**src/rtl/cronometro_pkg.sv**
```systemverilog
//==============================================================================
// Module      : cronometro_pkg
// Description : Shared pin indices and default conditioning masks for the
//               stopwatch input conditioner.
// Revision    : 1.0 - initial release
//==============================================================================
`default_nettype none

package cronometro_pkg;

    localparam int IDX_MODE0  = 0;
    localparam int IDX_MODE1  = 1;
    localparam int IDX_PAUSE  = 2;
    localparam int IDX_PIO_SW = 3;
    localparam int IDX_PLAY   = 4;
    localparam int N_INPUTS   = 5;

    localparam int                    DEBOUNCE_CYCLES_DEF   = 500_000;
    // The play key idles high on the board; switches are active-high.
    localparam logic [N_INPUTS-1:0]   ACTIVE_LOW_MASK_DEF   = 5'b10000;
    // Switches report both edges so firmware sees every mode change.
    localparam logic [N_INPUTS-1:0]   CAPTURE_FALL_MASK_DEF = 5'b01111;

endpackage : cronometro_pkg

`default_nettype wire

```
**src/rtl/debounce_bit.sv**
```systemverilog
//==============================================================================
// Module      : debounce_bit
// Description : One input lane: 2-flop synchronizer, polarity fix, counter
//               debounce and registered one-cycle rise/fall pulses.
// Revision    : 1.0 - initial release
//==============================================================================
`default_nettype none

module debounce_bit #(
    parameter int DEBOUNCE_CYCLES = 500_000,
    parameter bit ACTIVE_LOW      = 1'b0
) (
    input  logic clk,
    input  logic reset,
    input  logic raw_i,
    output logic level_o,
    output logic rise_o,
    output logic fall_o
);

    localparam int               CNT_W   = $clog2(DEBOUNCE_CYCLES);
    localparam logic [CNT_W-1:0] CNT_MAX = CNT_W'(DEBOUNCE_CYCLES - 1);
    localparam logic [CNT_W-1:0] CNT_ONE = CNT_W'(1);

    logic             sync1_q;
    logic             sync2_q;
    logic             norm_w;
    logic [CNT_W-1:0] cnt_q;
    logic [CNT_W-1:0] cnt_d;
    logic             level_q;
    logic             level_d;
    logic             level_dly_q;
    logic             rise_q;
    logic             fall_q;

    assign norm_w = sync2_q ^ ACTIVE_LOW;

    always_comb begin
        cnt_d   = cnt_q;
        level_d = level_q;
        if (norm_w == level_q) begin
            cnt_d = '0;
        end else if (cnt_q == CNT_MAX) begin
            level_d = norm_w;
            cnt_d   = '0;
        end else begin
            cnt_d = cnt_q + CNT_ONE;
        end
    end

    // Pulses follow the level register by one cycle so they never overlap
    // the cycle in which level_o itself changes.
    always_ff @(posedge clk) begin
        if (reset) begin
            sync1_q     <= 1'b0;
            sync2_q     <= 1'b0;
            cnt_q       <= '0;
            level_q     <= 1'b0;
            level_dly_q <= 1'b0;
            rise_q      <= 1'b0;
            fall_q      <= 1'b0;
        end else begin
            sync1_q     <= raw_i;
            sync2_q     <= sync1_q;
            cnt_q       <= cnt_d;
            level_q     <= level_d;
            level_dly_q <= level_q;
            rise_q      <= level_q & ~level_dly_q;
            fall_q      <= ~level_q & level_dly_q;
        end
    end

    assign level_o = level_q;
    assign rise_o  = rise_q;
    assign fall_o  = fall_q;

endmodule : debounce_bit

`default_nettype wire

```
**src/rtl/cronometro_input_conditioner.sv**
```systemverilog
//==============================================================================
// Module      : cronometro_input_conditioner
// Description : Conditions raw board switches/keys into debounced levels,
//               edge pulses, sticky edge flags and a maskable interrupt.
// Revision    : 1.0 - initial release
//==============================================================================
`default_nettype none

module cronometro_input_conditioner #(
    parameter int                                    N_INPUTS          = cronometro_pkg::N_INPUTS,
    parameter int                                    DEBOUNCE_CYCLES   = cronometro_pkg::DEBOUNCE_CYCLES_DEF,
    parameter logic [cronometro_pkg::N_INPUTS-1:0]   ACTIVE_LOW_MASK   = cronometro_pkg::ACTIVE_LOW_MASK_DEF,
    parameter logic [cronometro_pkg::N_INPUTS-1:0]   CAPTURE_FALL_MASK = cronometro_pkg::CAPTURE_FALL_MASK_DEF
) (
    input  logic                clk,
    input  logic                reset,
    input  logic [N_INPUTS-1:0] raw_in,
    input  logic [N_INPUTS-1:0] irq_mask,
    input  logic [N_INPUTS-1:0] clear_capture,
    output logic [N_INPUTS-1:0] level_out,
    output logic [N_INPUTS-1:0] rise_pulse,
    output logic [N_INPUTS-1:0] fall_pulse,
    output logic [N_INPUTS-1:0] edge_capture,
    output logic                irq
);

    import cronometro_pkg::*;

    logic [N_INPUTS-1:0] capture_q;
    logic [N_INPUTS-1:0] capture_d;
    logic [N_INPUTS-1:0] fall_mask_w;

    assign fall_mask_w = N_INPUTS'(CAPTURE_FALL_MASK);

    for (genvar i = 0; i < N_INPUTS; i++) begin : g_bit
        debounce_bit #(
            .DEBOUNCE_CYCLES (DEBOUNCE_CYCLES),
            .ACTIVE_LOW      (ACTIVE_LOW_MASK[i])
        ) u_debounce (
            .clk     (clk),
            .reset   (reset),
            .raw_i   (raw_in[i]),
            .level_o (level_out[i]),
            .rise_o  (rise_pulse[i]),
            .fall_o  (fall_pulse[i])
        );
    end

    // Set terms are OR-ed after the clear so a coincident edge is never lost.
    always_comb begin
        capture_d = (capture_q & ~clear_capture)
                  | rise_pulse
                  | (fall_pulse & fall_mask_w);
    end

    always_ff @(posedge clk) begin
        if (reset) begin
            capture_q <= '0;
        end else begin
            capture_q <= capture_d;
        end
    end

    assign edge_capture = capture_q;
    assign irq          = |(capture_q & irq_mask);

endmodule : cronometro_input_conditioner

`default_nettype wire

```
**config.mk**
```make
export PLATFORM = sky130hd
export DESIGN_NAME = cronometro_input_conditioner
export DESIGN_NICKNAME = d
export VERILOG_FILES = /design/src/rtl/cronometro_pkg.sv /design/src/rtl/debounce_bit.sv /design/src/rtl/cronometro_input_conditioner.sv
export SDC_FILE = /design/constraint.sdc
export NUM_CORES = 1
export LEC_CHECK = 0
export CORE_MARGIN = 5
export CORE_UTILIZATION = 63
export CTS_CLUSTER_DIAMETER = 40
export DETAILED_ROUTE_END_ITERATION = 7
export GPL_ROUTABILITY_DRIVEN = 0
export GPL_TIMING_DRIVEN = 0
export PLACE_DENSITY = 0.89
export SYNTH_ARGS = -nofsm -noshare
export SYNTH_HDL_FRONTEND = slang
export SYNTH_HIERARCHICAL = 1
export SYNTH_SLANG_ARGS = --single-unit
```
**constraint.sdc**
```tcl
create_clock -name clk -period 2.9 [get_ports clk]
set_input_delay 0.435 -clock clk [delete_from_list [all_inputs] [get_ports clk]]
set_output_delay 0.435 -clock clk [all_outputs]
set_load 0.02 [all_outputs]
```
## Word-level counts from Yosys, hierarchy flattened

Index checks and enable logic that the tools add are counted.

| word-level totals | value |
|---|---|
| flip-flop bits (word level) | 130 |
| input port bits | 17 |
| output and inout port bits | 21 |
| word-level logic and storage cells | 93 |

| cells by class | value |
|---|---|
| add/subtract/negate cells | 5 |
| equal/unequal tests | 10 |
| bitwise logic cells | 31 |
| reductions and logical operators | 11 |

Operators by type and width:

| cell | number |
|---|---|
| $add 19x1->19 const B | 5 |
| $eq 19x19->1 const B | 5 |
| $not 1->1 | 16 |
| $reduce_or 3->1 | 5 |
| $and 1x1->1 | 10 |
| $and 5x5->5 | 2 |
| $reduce_and 2->1 | 5 |
| $eq 1x1->1 | 5 |
| $not 5->5 | 1 |
| $or 5x4->5 | 1 |
| $or 5x5->5 | 1 |
| $reduce_or 5->1 | 1 |

## Logic depth before layout (Yosys ltp)

| logic depth | value |
|---|---|
| depth in word-level cells | 4 |
| gate-level depth with buffers | 6 |
| mapped depth without buffers | 5 |

## By module

Netlist, hierarchy kept.

Modules (own cells, without submodules):

| module | instances | cells an instance | area each (µm²) | seq. area each (µm²) |
|---|---|---|---|---|
| debounce_bit at g_bit[0].u_debounce ... | 4 | 117 | 1074.8 | 500.5 |
| debounce_bit at g_bit[4].u_debounce | 1 | 116 | 1074.8 | 500.5 |
| cronometro_input_conditioner | 1 | 23 | 196.4 | 100.1 |

## Worst setup path before layout

OpenSTA, ideal clock, no wires.

| timing | value |
|---|---|
| path kind | reg-to-reg |
| start point | reg g_bit[0].u_debounce.cnt_q[0] |
| end point | reg g_bit[0].u_debounce.cnt_q[10] |
| data arrival time | 1.743 ns |
| data required time | 2.785 ns |
| path slack | 1.043 ns |
| stages on the path, launching flop included | 7 |
| cells stage by stage | dfxtp_1 ha_1 nand3_2 or4_4 o31ai_4 buf_4 nor2_1 |

| between the ends | value |
|---|---|
| longest elaborated chain between the ends | 2 |

RTL lines:

| element | line | text |
|---|---|---|
| start: declaration | debounce_bit.sv:28 | `logic [CNT_W-1:0] cnt_q;` |
| start signal: assignment | debounce_bit.sv:65 | `cnt_q <= cnt_d;` |
| parallel branches: the longest is 2 deep, another holds $add 19x1->19 | n/a |  |

Several ways; the timed one is not identified.
A chain may end at the register's enable or synchronous reset.

## Worst setup path in the final report

| timing | value |
|---|---|
| start point | reg g_bit[1].u_debounce.cnt_q[0] |
| end point | reg g_bit[1].u_debounce.cnt_q[16] |

| between the ends | value |
|---|---|
| longest elaborated chain between the ends | 2 |

RTL lines:

| element | line |
|---|---|
| start: declaration | debounce_bit.sv:28 |
| start signal: assignment | debounce_bit.sv:65 |
| parallel branches: the longest is 2 deep, another holds $add 19x1->19 | n/a |

Several ways; the timed one is not identified.

==> flow_metrics.py <==
metrics = {
    "status": {
        "status": "finished clean",
    },
    "sta": {
        "finalHoldViolCount": 0,
        "rsz0062_at_grt": "false",
        "slew_violations": 0,
        "tns_ns": 0,
        "relSlewSlack": 0.104,
        "tightest_slew_ns": 1.34,
        "fin_skew_ns": 0.00870,
        "setup_viol": 0,
        "period_minus_slack_ns": 2.26,
        "timing.final.crit_share": 0.778,
        "fmax_mhz": 443,
    },
    "clock_tree": {
        "cts_buffer_depth": 2,
        "cts.sinks": 130,
        "post_cts_buffers": 0,
        "numCtsBuffers": 17,
        "cts_resized": 0,
        "clk_pin_slew_ns": 0.06,
        "cts_hold_buf": 0,
        "h-tree-depth": 4,
        "root_buffer": "clkbuf_8",
        "insertion_delay_ns": 0.51,
        "cts_tree": "built",
    },
    "route": {
        "ant_nets": 0,
        "viasPerCell": 6.01,
        "remaining_drc_errors": 0,
        "wl_per_cell_um": 16.6,
        "first_pass_iters": 6,
        "drt_iter0_markers": 353,
        "totalWireLength_mm": 13.1,
        "vias": 4712,
    },
    "global_routing": {
        "grt.total_usage": 0.244,
        "grt_start_max_net_pins": 37,
        "grt_pass1_wl_mm": 22.1,
        "antenna_found_initial": 0,
        "overflow": 0,
        "first_global_vias": 4780,
    },
    "worst_setup_path": {
        "crit_fanout": 10,
        "path_class": "reg -> reg",
        "slowest_stage": "or4_4",
        "reg2reg_to": "g_bit[1].u_debounce/cnt_q[16]",
        "reg2reg_slack_ns": 0.64,
        "cp-end-kind": "flop",
        "arrival_ns": 2.65,
        "path_buf_inv": 1,
        "r2r-start": "g_bit[1].u_debounce/cnt_q[0]",
        "worstSetupPathDepth": 6,
        "r2r_cells": 6,
        "worst_ep_required_time_ns": 3.30,
        "crit_chain": "ha_1 > nand3_2 > or4_4 > o31ai_4 > buf_4 > nor2_1",
        "cp_top_family": "simple AND/OR/NAND/NOR gates",
        "slowest_delay_ns": 0.49,
        "startpoint_type": "flop",
    },
    "placed_design": {
        "io_buffers": 37,
        "placed_area_um2": 6080,
        "placed_cells_incl_taps": 752,
        "dpl.hpwl_mm": 7.78,
    },
    "synth": {
        "syn_area_um2": 5570,
        "avgSynthCellArea_um2": 9.18,
        "syn_nets": 629,
        "yosysSeqAreaShare": 0.467,
        "synth_cell_types": 39,
        "ys_seq_elements": 130,
        "ys.flop_type": "dfxtp_1",
        "postSynth.asyncResetShare": 0,
        "synth-warning-count": 6,
        "synth_enable_flop_cells": 0,
        "syn_inst": 607,
    },
    "worst_hold_path": {
        "worstHoldPathCells": 1,
        "hold_class": "reg -> reg",
        "min-delay-start": "g_bit[0].u_debounce/level_dly_q",
        "hold_end": "g_bit[0].u_debounce/rise_o",
    },
    "finish": {
        "ff_latch_area_um2": 2600,
        "fin_area_um2": 6650,
        "final_common_cell": "dfxtp_1",
        "layout.cells.non_filler": 784,
        "n_fill_cell": 535,
        "multiInputGateArea_um2": 2790,
        "drive_gt1_frac": 0.105,
        "diodes": 0,
        "final_net_count": 685,
        "utilization": 0.767,
        "layout_common_cells": "dfxtp_1 (130), nor2_1 (109), xnor2_1 (57)",
        "syn2layout_area_growth_pct": 19.5,
    },
    "power_and_ir_drop": {
        "p_leak_nw": 2.08,
        "powerDensity_nw_per_um2": 591,
        "peakVddDrop_mv": 0.375,
    },
    "die": {
        "die_w_um": 104,
        "die_h_um": 104,
        "core_um2": 8680,
        "dieArea_um2": 10800,
        "initial_core_util": 0.642,
        "ios": 38,
        "num_rows": 34,
    },
    "run": {
        "drv_cap": 0,
    },
}
## logic make-up after synthesis
family          count (synthesis)  synth area share
compound gates                 40            0.0535
xor+xnor                       72             0.113
mux                             5           0.00921
buf+inv                        39            0.0317
flops                         130             0.467
simple gates                  316             0.314
fa+ha+maj                       5            0.0112
## synth_stat cells, drive strengths merged, types with 10 or more instances
cell | instances | area share
o21ai | 10 | 0.0097
nand3 | 30 | 0.031
nor4 | 28 | 0.035
dfxtp | 130 | 0.47
inv | 33 | 0.022
nand2 | 33 | 0.022
xor2 | 15 | 0.024
nor2b | 12 | 0.013
nor3 | 25 | 0.022
xnor2 | 57 | 0.090
nand2b | 13 | 0.015
nor2 | 109 | 0.073
or4 | 12 | 0.022
a21oi | 22 | 0.022
nand4 | 29 | 0.044
## layout make-up
type	instances	area share
Timing Repair Buffer	37	0.0557
Clock buffer	20	0.0669
Tap cell	108	0.0203
Multi-Input combinational cell	438	0.420
Sequential cell	130	0.391
Buffer	6	0.00790
Inverter	33	0.0186
Clock inverter	12	0.0199
## metal layers
metal | vias up | GRT usage | wire, um
li1 | 2226 | - | -
met1 | 2235 | 0.286 | 5330
met2 | 210 | 0.421 | 6580
met3 | 41 | 0.0627 | 817
met4 | 0 | 0.104 | 318
met5 | - | 0 | 0
## through the flow
stage / hold slack, ns / setup slack (ns) / power [mW]
global placement: 0.388 / 0.297 / 1.91
global route: 0.442 / 0.547 / 4.05
finish: 0.410 / 0.644 / 3.93
CTS: 0.410 / 0.661 / 3.95
detailed placement: 0.400 / 0.252 / 1.91
floorplan: 0.383 / 1.04 / 1.88
## worst max path at each step
stage / startpoint / endpoint / slack, ns
global placement: reset / g_bit[2].u_debounce/cnt_q[10] / 0.30
floorplan: g_bit[0].u_debounce/cnt_q[0] / g_bit[0].u_debounce/cnt_q[10] / 1.04
global route: irq_mask[0] / irq / 0.55
CTS: irq_mask[0] / irq / 0.66
finish: g_bit[1].u_debounce/cnt_q[0] / g_bit[1].u_debounce/cnt_q[16] / 0.64
detailed placement: reset / g_bit[2].u_debounce/cnt_q[14] / 0.25
## power by group
group | internal, mW | switching [mW] | total [mW]
clock network | 1.27 | 0.784 | 2.05
logic | 0.0371 | 0.0348 | 0.0720
registers | 1.80 | 0.00962 | 1.81
## state kept, by name, summed over array words and instances (netlist names)
signal and cells:
g_bit.u_debounce/cnt_q 95, edge_capture 5, g_bit.u_debounce/fall_o 5, g_bit.u_debounce/level_dly_q 5, g_bit.u_debounce/level_o 5, g_bit.u_debounce/rise_o 5
g_bit.u_debounce/sync1_q 5, g_bit.u_debounce/norm_w 4, g_bit.u_debounce/sync2_q 1
(Power assumes the default switching activity.)
